### src/rtl/mux_scan_sel.sv
// Registered N-channel selector: manual select or timed auto-scan.
// Scanning can pause and resume with its dwell count intact.
module mux_scan_sel #(
  parameter  int WIDTH    = 2,
  parameter  int CHANNELS = 4,
  parameter  int DWELL    = 50_000_000,
  localparam int SELW     = (CHANNELS > 1) ? $clog2(CHANNELS) : 1
) (
  input  logic                      CLOCK_50,
  input  logic                      RESETN,
  input  logic [CHANNELS*WIDTH-1:0] DIN,
  input  logic [SELW-1:0]           SEL,
  input  logic                      MODE,
  input  logic                      HOLD,
  output logic [WIDTH-1:0]          DOUT,
  output logic [SELW-1:0]           CH,
  output logic                      CH_STB
);

  localparam int CNTW = (DWELL > 1) ? $clog2(DWELL) : 1;

  localparam logic [SELW:0]   NCH   = (SELW+1)'(CHANNELS);
  localparam logic [SELW-1:0] LAST  = SELW'(CHANNELS - 1);
  localparam logic [CNTW-1:0] CLAST = CNTW'(DWELL - 1);

  typedef enum logic [1:0] {
    MANUAL,
    SCAN,
    PAUSED
  } state_t;

  state_t          state, state_n;
  logic [CNTW-1:0] cnt, cnt_n;
  logic [SELW-1:0] ch_n;
  logic [SELW-1:0] sel_ch;
  logic [WIDTH-1:0] data_n;

  // Out-of-range manual selects leave the current channel in place.
  assign sel_ch = ({1'b0, SEL} < NCH) ? SEL : CH;

  always_comb begin
    state_n = state;
    cnt_n   = cnt;
    ch_n    = CH;
    unique case (state)
      MANUAL: begin
        if (MODE) begin
          state_n = SCAN;
          cnt_n   = '0;
        end else begin
          ch_n = sel_ch;
        end
      end
      SCAN: begin
        if (!MODE) begin
          state_n = MANUAL;
          ch_n    = sel_ch;
          cnt_n   = '0;
        end else if (HOLD) begin
          state_n = PAUSED;
        end else if (cnt == CLAST) begin
          cnt_n = '0;
          ch_n  = (CH == LAST) ? '0 : CH + 1'b1;
        end else begin
          cnt_n = cnt + 1'b1;
        end
      end
      PAUSED: begin
        if (!MODE) begin
          state_n = MANUAL;
          ch_n    = sel_ch;
          cnt_n   = '0;
        end else if (!HOLD) begin
          state_n = SCAN;
        end
      end
      default: begin
        state_n = MANUAL;
        cnt_n   = '0;
      end
    endcase
  end

  // Data follows the channel being loaded this edge, keeping DOUT and CH aligned.
  always_comb begin
    data_n = '0;
    for (int k = 0; k < CHANNELS; k++) begin
      if (ch_n == SELW'(k)) data_n = DIN[k*WIDTH +: WIDTH];
    end
  end

  always_ff @(posedge CLOCK_50) begin
    if (!RESETN) begin
      state  <= MANUAL;
      cnt    <= '0;
      CH     <= '0;
      DOUT   <= '0;
      CH_STB <= 1'b0;
    end else begin
      state  <= state_n;
      cnt    <= cnt_n;
      CH     <= ch_n;
      DOUT   <= data_n;
      CH_STB <= (ch_n != CH);
    end
  end

endmodule

### config.mk
export PLATFORM = sky130hd
export DESIGN_NAME = mux_scan_sel
export DESIGN_NICKNAME = d
export VERILOG_FILES = /design/src/rtl/mux_scan_sel.sv
export SDC_FILE = /design/constraint.sdc
export NUM_CORES = 1
export LEC_CHECK = 0
export BUFFER_PORTS_ARGS = -buffer_cell sky130_fd_sc_hd__buf_2
export CAP_MARGIN = 20
export CELL_PAD_IN_SITES_DETAIL_PLACEMENT = 1
export CELL_PAD_IN_SITES_GLOBAL_PLACEMENT = 2
export CORE_UTILIZATION = 25
export CTS_CLUSTER_DIAMETER = 120
export DETAILED_ROUTE_END_ITERATION = 16
export PLACE_DENSITY_LB_ADDON = 0.08
export RECOVER_POWER = 100
export REMOVE_ABC_BUFFERS = 1
export SYNTH_ARGS = -nofsm -noshare
export SYNTH_HDL_FRONTEND = slang
export SYNTH_SLANG_ARGS = --single-unit
export TNS_END_PERCENT = 10
### constraint.sdc
create_clock -name CLOCK_50 -period 2.5 [get_ports CLOCK_50]
set_input_delay 0.125 -clock CLOCK_50 [delete_from_list [all_inputs] [get_ports CLOCK_50]]
set_output_delay 0.125 -clock CLOCK_50 [all_outputs]
set_load 0.02 [all_outputs]
==> impl_results.md, run 1 <==
- Clk slew on worst S/H paths: 0.08 ns
- DP Wirelength: 3420 um
- Syn avg cell area: 8.62 um^2
- # resized after CTS: 0
- Max-slew violation count: 0
- Antenna Nets Post-Route: 0
- Fin crit share: 86.2%
- Std-Cell Rows: 30
- Drt first pass iters: 4
- TritonCTS Buffers: 5
- CP Data Arrival Time: 2.33 ns
- Synthesis-to-finish area growth: 15.9%
- Count leader, synth: nor2_1
- Largest family of logic cells by synthesized area: simple AND/OR/NAND/NOR gates
- Vias/cell: 4.61
- Post-synthesis mux area share: 3.59%
- Post-synth top cells: nor2_1, dfxtp_1, xnor2_1
- Total negative slack: 0 ns
- Fillers: 847
- Lkg Pwr: 0.691 nW
- Die W: 87.9 um
- Share of cells above drive strength 1: 16.4%
- Seq/Total Area, Yosys: 35.8%
- Unrepaired setup endpoints after global routing: false
- DIE HEIGHT: 87.9 um
- Worst Max-Slew Pin Slew: 0.549 ns
- R2R Setup Slk: 0.34 ns
- Iter 0 DRT Violations: 34
- Setup crit start kind: flip-flop
- Ys async rst share: 0%
- Synth Area in Adders: 1.90%
- Clock sink count: 33
- Die area: 7730 um^2
- First-pass GRT wire length: 7940 um
- XOR/XNOR Fraction of Synth Area: 13.3%
- Synth Area in Simple Gates: 33.4%
- # Max-Cap Violations: 0
- Critical path class: flip-flop to flip-flop
- Synth cell types: 49
- Placed cells: 326
- Min-delay worst type: input port to flip-flop
- Post-route cell area: 2140 um^2
- Synth area leaders: dfxtp_1, xnor2_1, nor2_1
- Layout Skew: 0.0102 ns
- Pwr per Cell Area: 566 nW/um^2
- Mapped cell area: 1850 um^2
- GRT overflow: 0
- CTS tree: yes
- Wire per inst: 14.2 um
- Final Hold Fails: 0
- Clock Latency Late Sink: 0.29 ns
- H-Tree Depth: 2
- Status: finished clean
- Relative slew margins: 63.0%
- Cell taking the most area after synthesis: dfxtp_1
- VDD IR max: 0.183 mV
- Pre-CTS setup slack: 0.322 ns
- Routability cong.: 0.745
- Initial cell density of the core: 26.6%
- Clock tree buffer depth: 2
- Port buffer count: 18
- Ports: 19
- DR DRC count: 0
- Count of final setup violators: 0
- Layout Cells excl Fill: 334
- Ys Warns: 0
- Vias in the first global route: 1,541
- Setup Buffers After CTS: 0
- Total GRT Usage: 13.5%
- Initial antenna violation count: 0
- # nets final: 253
- Synth Area in Compound Gates: 7.93%
- EDFF count, synth: 0
- Post-Place Cell Area: 2050 um^2
- Post-Route WL: 4730 um
- Worst-path maximum fanout: 5
- CP required: 2.68 ns
- Worst Setup End Kind: flip-flop
- Clk root buf: clkbuf_8
- #FFs+latches synth: 33
- Peak Freq: 464 MHz
- Top_reg_cell synth: dfxtp_1
- Vias: 1,539
- Placeable Area: 6940 um^2
- Syn Inst Count: 214
- Largest net degree at the start of global routing: 15
- Hold buffer count at cts: 0
- Final setup margin: 0.344 ns
- Post-synth top area share: 35.8%
- Number of antenna diodes: 0
- Min Tclk post-route: 2.16 ns
## placed cells by master (no fill, tap or decap), types with 3 or more instances in the layout
| cell | count |
|---|---|
| dfxtp_1 | 33 |
| inv_1 | 8 |
| xor2_1 | 9 |
| nor2_1 | 37 |
| and4_1 | 3 |
| buf_4 | 3 |
| xnor2_1 | 19 |
| nand2_1 | 13 |
| and2_1 | 4 |
| buf_2 | 13 |
| a21oi_1 | 3 |
| and3_1 | 3 |
| and3b_1 | 3 |
| nand3_1 | 13 |
| clkbuf_8 | 6 |
| nand4_1 | 7 |
| clkbuf_1 | 6 |
| mux2_2 | 5 |
| nor3_1 | 7 |
| nor3b_1 | 6 |
## cell type report
cell class                 instances  area [um^2]  share of cell area, %
timing repair buffer              23          116                   5.44
tap                               96          120                   5.62
inverter                           8         30.0                   1.40
clock inverter                     1         30.0                   1.40
clock buffer                       7         86.3                   4.04
multi-input combinational        166         1090                   51.2
sequential                        33          661                   30.9
## cells by family (layout without fill, tap and decap cells)
family | Yosys count | in the layout
mux | 6 | 6
compound gates | 18 | 18
buf+inv | 15 | 39
simple gates | 111 | 111
flops | 33 | 33
xor+xnor | 28 | 28
fa+ha+maj | 3 | 3
## metal layers
| metal | global-route usage, % | part of all wire, % |
|---|---|---|
| met3 | 3.11 | 1.8 |
| met1 | 18.5 | 52 |
| met5 | 0 | 0 |
| met4 | 3.58 | 0.93 |
| met2 | 21.2 | 46 |
## path summary, 6_finish.rpt
check,from,cells past startpoint,end
worst min-delay path,RESETN,2,CH_STB$_SDFF_PN0_
worst max register to register,cnt[19]$_SDFFE_PN0P_,6,DOUT[1]$_SDFF_PN0_
worst min register to register,cnt[1]$_SDFFE_PN0P_,2,cnt[1]$_SDFFE_PN0P_
worst max-delay path,cnt[19]$_SDFFE_PN0P_,6,DOUT[1]$_SDFF_PN0_
## worst max-delay path, stage by stage (launching register included)
cell and delay [ns]:
dfxtp_1 0.41, nor4bb_1 0.34, nand4_1 0.15, o41a_1 0.44
o21ai_2 0.12, mux2_2 0.37, a22o_1 0.22
## flip-flops by register name, summed over array words and instances, names as in the netlist
signal and flops:
cnt 26, CH 2, DOUT 2, state 2
CH_STB 1
## where the power goes
part           total [mW]  internal, mW  switching, mW
combinational       0.127        0.0548         0.0720
clock               0.532         0.325          0.207
sequential          0.551         0.538         0.0133
## stage by stage
stage                     power, mW  util, %  hold WS (ns)
after floorplan               0.647        -         0.247
after global placement        0.701     29.5         0.443
after detailed placement      0.698     29.5         0.444
after CTS                      1.24     31.2         0.136
after global routing           1.28     30.8         0.142
final                          1.21     30.8         0.137
Note: power is estimated with default switching activity, not from simulation.
==> inputs of run 2 (changes only) <==
--- a/config.mk
+++ b/config.mk
@@ -5,16 +5,18 @@
 export SDC_FILE = /design/constraint.sdc
 export NUM_CORES = 1
 export LEC_CHECK = 0
+export ABC_AREA = 0
 export BUFFER_PORTS_ARGS = -buffer_cell sky130_fd_sc_hd__buf_2
 export CAP_MARGIN = 20
 export CELL_PAD_IN_SITES_DETAIL_PLACEMENT = 1
 export CELL_PAD_IN_SITES_GLOBAL_PLACEMENT = 2
-export CORE_UTILIZATION = 25
+export CORE_UTILIZATION = 35
 export CTS_CLUSTER_DIAMETER = 120
 export DETAILED_ROUTE_END_ITERATION = 16
 export PLACE_DENSITY_LB_ADDON = 0.08
 export RECOVER_POWER = 100
 export REMOVE_ABC_BUFFERS = 1
+export SKIP_CTS_REPAIR_TIMING = 1
 export SYNTH_ARGS = -nofsm -noshare
 export SYNTH_HDL_FRONTEND = slang
 export SYNTH_SLANG_ARGS = --single-unit
==> impl_results.md, run 2 (synthesis results as in run 1) <==
- First-pass GRT wire length: 7350 um
- Max-slew violation count: 0
- Peak Freq: 451 MHz
- Vias/cell: 5.13
- CP peak stage delay: 0.45 ns
- Clock sink count: 33
- H-Tree Depth: 2
- Critical path class: flip-flop to flip-flop
- Synthesis-to-finish area growth: 12.1%
- Critical path's slowest cell: o41a_1
- CP Data Arrival Time: 2.39 ns
- Die area: 5570 um^2
- # nets final: 250
- WP buf/inv: 0
- Clock tree buffer depth: 2
- Antenna Nets Post-Route: 0
- Largest Register: cnt
- Relative slew margins: 59.7%
- Ports: 19
- Final Hold Slack: 0.143 ns
- Die W: 74.6 um
- Clk root buf: clkbuf_8
- Number of antenna diodes: 0
- Initial cell density of the core: 36.1%
- Count of final setup violators: 0
- Std-Cell Rows: 26
- Worst Setup End Kind: flip-flop
- Post-Place Cell Area: 1990 um^2
- TritonCTS Buffers: 5
- Largest net degree at the start of global routing: 27
- Vias in the first global route: 1,504
- Routability cong.: 0.730
- Iter 0 DRT Violations: 37
- Post-route cell area: 2070 um^2
- Clk slew on worst S/H paths: 0.07 ns
- Min Tclk post-route: 2.22 ns
- Lkg Pwr: 0.664 nW
- CTS tree: yes
- Initial antenna violation count: 0
- Met2 Resource Use GR: 29.5%
- Multi-input gate area: 1110 um^2
- Cell breakdown of the critical path: ha_1 -> nor3b_1 -> nand4_1 -> o41a_1 -> o21ai_2 -> mux2_2 -> a22o_1
- Drt first pass iters: 2
- DP Wirelength: 3410 um
- VDD IR max: 0.217 mV
- Commonest non-fill, non-tap cells in the layout: nor2_1, dfxtp_1, xnor2_1
- # Max-Cap Violations: 0
- Min-delay worst type: input port to flip-flop
- Fin crit share: 88.7%
- Final Hold Fails: 0
- Clock Latency Late Sink: 0.28 ns
- GR peak layer: met2
- Sequential cell area: 661 um^2
- Port buffer count: 18
- Met3 Track Usage GR: 4.42%
- Share of cells above drive strength 1: 16.2%
- Met1 GRT Util: 22.5%
- DR DRC count: 0
- Leading cell type in the layout, fill and taps excluded: nor2_1
- Total GRT Usage: 17.8%
- Setup crit start kind: flip-flop
- CP required: 2.67 ns
- Max FFs per register: 26
- Pwr per Cell Area: 521 nW/um^2
- Total negative slack: 0 ns
- Post-Route WL: 4540 um
- Fillers: 652
- Worst Max-Slew Pin Slew: 0.597 ns
- Placeable Area: 5110 um^2
- DIE HEIGHT: 74.6 um
- Power, Total: 1.08 mW
- Unrepaired setup endpoints after global routing: false
- Worst-path maximum fanout: 5
- Fin util: 40.5%
- Layout Skew: 0.00490 ns
- CP top delay family: compound AO/OA/AOI/OAI gates
- Status: finished clean
- Vias: 1,560
- GRT overflow: 0
- Wire per inst: 14.9 um
[run 2: report_power, final]
group	switching, mW	total (mW)	internal, mW	leakage [nW]
clock	0.183	0.401	0.218	0.0443
combinational	0.0719	0.127	0.0556	0.352
sequential	0.0123	0.550	0.538	0.268
total	0.267	1.08	0.812	0.664
[run 2: worst paths after layout]
| path | to | depth (start not counted) | start | slack, ns |
|---|---|---|---|---|
| setup reg to reg | DOUT[1]$_SDFF_PN0_ | 7 | cnt[0]$_SDFFE_PN0P_ | 0.28 |
| hold reg to reg | cnt[1]$_SDFFE_PN0P_ | 2 | cnt[1]$_SDFFE_PN0P_ | 0.51 |
| hold / removal | CH_STB$_SDFF_PN0_ | 2 | RESETN | 0.14 |
| setup / recovery | DOUT[1]$_SDFF_PN0_ | 7 | cnt[0]$_SDFFE_PN0P_ | 0.28 |
[run 2: per-layer routing]
layer / up-vias / part of all wire (%)
met5: - / 0
met4: 0 / 0.95
met3: 4 / 1.7
met2: 9 / 49
met1: 759 / 48
li1: 788 / -
[run 2: worst register-to-register path, delay by kind of cell (launching register included)]
family                   cells  cell delay [ns]
AO/OA/AOI/OAI                3             0.79
multiplexers                 1             0.37
flip-flops                   1             0.36
AND/OR/NAND/NOR              2             0.35
adder cells (fa/ha/maj)      1             0.25
[run 2: final cells by class]
type	instances	area share, %
multi-input cells	166	53.6
inverters	8	1.45
well taps	70	4.23
repair buffers	20	4.66
clock buffers	7	4.17
flip-flops and latches	33	31.9
[run 2: through the flow]
step / cells / setup WS [ns]
5_1_grt: 304 / 0.161
3_5_place_dp: 297 / 0.290
3_3_place_gp: 297 / 0.330
4_1_cts: 304 / 0.275
2_1_floorplan: 207 / 0.387
6_report: 304 / 0.283
==> inputs of run 3 (changes only) <==
--- a/config.mk
+++ b/config.mk
@@ -9,14 +9,13 @@
 export BUFFER_PORTS_ARGS = -buffer_cell sky130_fd_sc_hd__buf_2
 export CAP_MARGIN = 20
 export CELL_PAD_IN_SITES_DETAIL_PLACEMENT = 1
-export CELL_PAD_IN_SITES_GLOBAL_PLACEMENT = 2
-export CORE_UTILIZATION = 35
+export CELL_PAD_IN_SITES_GLOBAL_PLACEMENT = 1
+export CORE_UTILIZATION = 42
 export CTS_CLUSTER_DIAMETER = 120
 export DETAILED_ROUTE_END_ITERATION = 16
 export PLACE_DENSITY_LB_ADDON = 0.08
 export RECOVER_POWER = 100
 export REMOVE_ABC_BUFFERS = 1
-export SKIP_CTS_REPAIR_TIMING = 1
 export SYNTH_ARGS = -nofsm -noshare
 export SYNTH_HDL_FRONTEND = slang
 export SYNTH_SLANG_ARGS = --single-unit
==> impl_results.md, run 3 (synthesis results as in run 1) <==
- Port buffer count: 18
- Vias in the first global route: 1,575
- Hold EP: CH_STB$_SDFF_PN0_
- # nets final: 250
- Clock tree buffer depth: 2
- Worst Max-Slew Pin Slew: 0.512 ns
- CTS tree: yes
- Placeable Area: 4120 um^2
- Hold_sp: RESETN
- Min Tclk post-route: 2.21 ns
- Setup crit start kind: flip-flop
- Total negative slack: 0 ns
- Vias/cell: 5.51
- Reg2reg start: cnt[0]$_SDFFE_PN0P_
- Synthesis-to-finish area growth: 11.7%
- Relative slew margins: 65.5%
- Ports: 19
- Hold buffer count at cts: 0
- CP required: 2.69 ns
- Power, Total: 1.11 mW
- Iter 0 DRT Violations: 38
- Die W: 68.3 um
- Clk slew on worst S/H paths: 0.07 ns
- Fin crit share: 88.6%
- Critical R2R Capture: DOUT[1]$_SDFF_PN0_
- Clock Latency Late Sink: 0.30 ns
- Peak Freq: 452 MHz
- R2R Setup Slk: 0.29 ns
- Antenna Nets Post-Route: 0
- DR DRC count: 0
- Initial antenna violation count: 0
- Drt first pass iters: 4
- Count of final setup violators: 0
- Min-delay worst type: input port to flip-flop
- DIE HEIGHT: 68.3 um
- H-Tree Depth: 2
- Fin util: 50.1%
- Critical path class: flip-flop to flip-flop
- Std-Cell Rows: 23
- Share of cells above drive strength 1: 16.2%
- Fillers: 511
- Layout Cells excl Fill: 284
- Worst Setup End Kind: flip-flop
- Unrepaired setup endpoints after global routing: false
- Placed cells: 277
- Largest net degree at the start of global routing: 21
- Clock sink count: 33
- Pwr per Cell Area: 537 nW/um^2
- Total GRT Usage: 22.5%
- Layout Skew: 0.00403 ns
- # resized after CTS: 0
- TritonCTS Buffers: 5
- Status: finished clean
- Routability cong.: 0.796
- Post-Route WL: 4530 um
- DP Wirelength: 3360 um
- Worst reg2reg path depth: 7
- Lkg Pwr: 0.669 nW
- Hold depth: 2
- Max FFs per register: 26
- # Max-Cap Violations: 0
- Wire per inst: 16.0 um
- Number of antenna diodes: 0
- Initial cell density of the core: 44.8%
- First-pass GRT wire length: 7530 um
- Leading cell type in the layout, fill and taps excluded: nor2_1
- Final Hold Fails: 0
- Commonest non-fill, non-tap cells in the layout: nor2_1, dfxtp_1, xnor2_1
- CP Data Arrival Time: 2.40 ns
- VDD IR max: 0.239 mV
- Vias: 1,566
- GRT overflow: 0
- Max-slew violation count: 0
- Setup Buffers After CTS: 0
- Clk root buf: clkbuf_8
- Worst-path maximum fanout: 5
- Largest Register: cnt
- Die area: 4660 um^2
- CP startpoint: cnt[0]$_SDFFE_PN0P_
-- run 3: worst max-delay path, stage by stage, from the launching register on --
cell	delay, ns
dfxtp_1	0.37
ha_1	0.25
nor3b_1	0.21
nand4_1	0.11
o41a_1	0.45
o21ai_2	0.13
mux2_2	0.38
a22o_1	0.23
-- run 3: metal layers --
metal	vias to the layer above	global-route usage (%)	share of wire, %
li1	787	-	-
met1	752	26.9	46
met2	17	36.5	49
met3	10	5.17	2.3
met4	0	13.0	2.4
met5	-	0	0
-- run 3: where the power goes --
part | switching [mW] | total [mW] | internal [mW]
registers | 0.0134 | 0.551 | 0.538
clock network | 0.203 | 0.421 | 0.217
logic | 0.0748 | 0.134 | 0.0594
-- run 3: area by class of cell --
type / count / area [um^2] / area share, %
multi-input cells: 166 / 1110 / 53.7
flip-flops and latches: 33 / 661 / 32.1
repair buffers: 20 / 111 / 5.40
clock buffers: 6 / 82.6 / 4.01
well taps: 50 / 62.6 / 3.04
inverters: 8 / 30.0 / 1.46
clock inverters: 1 / 7.51 / 0.364
-- run 3: per-stage QoR --
stage          hold WS, ns  setup WS (ns)  cell area (um^2)
6_report             0.124          0.286              2060
5_1_grt              0.129         0.0970              2060
4_1_cts              0.128          0.275              2070
3_5_place_dp         0.442          0.297              1980
3_3_place_gp         0.436          0.373              1980
2_1_floorplan        0.247          0.387              1800
-- run 3: worst max path at each step --
stage                               to
floorplan           DOUT[1]$_SDFF_PN0_
CTS                 DOUT[1]$_SDFF_PN0_
global route        DOUT[1]$_SDFF_PN0_
global placement    DOUT[1]$_SDFF_PN0_
finish              DOUT[1]$_SDFF_PN0_
detailed placement  DOUT[1]$_SDFF_PN0_
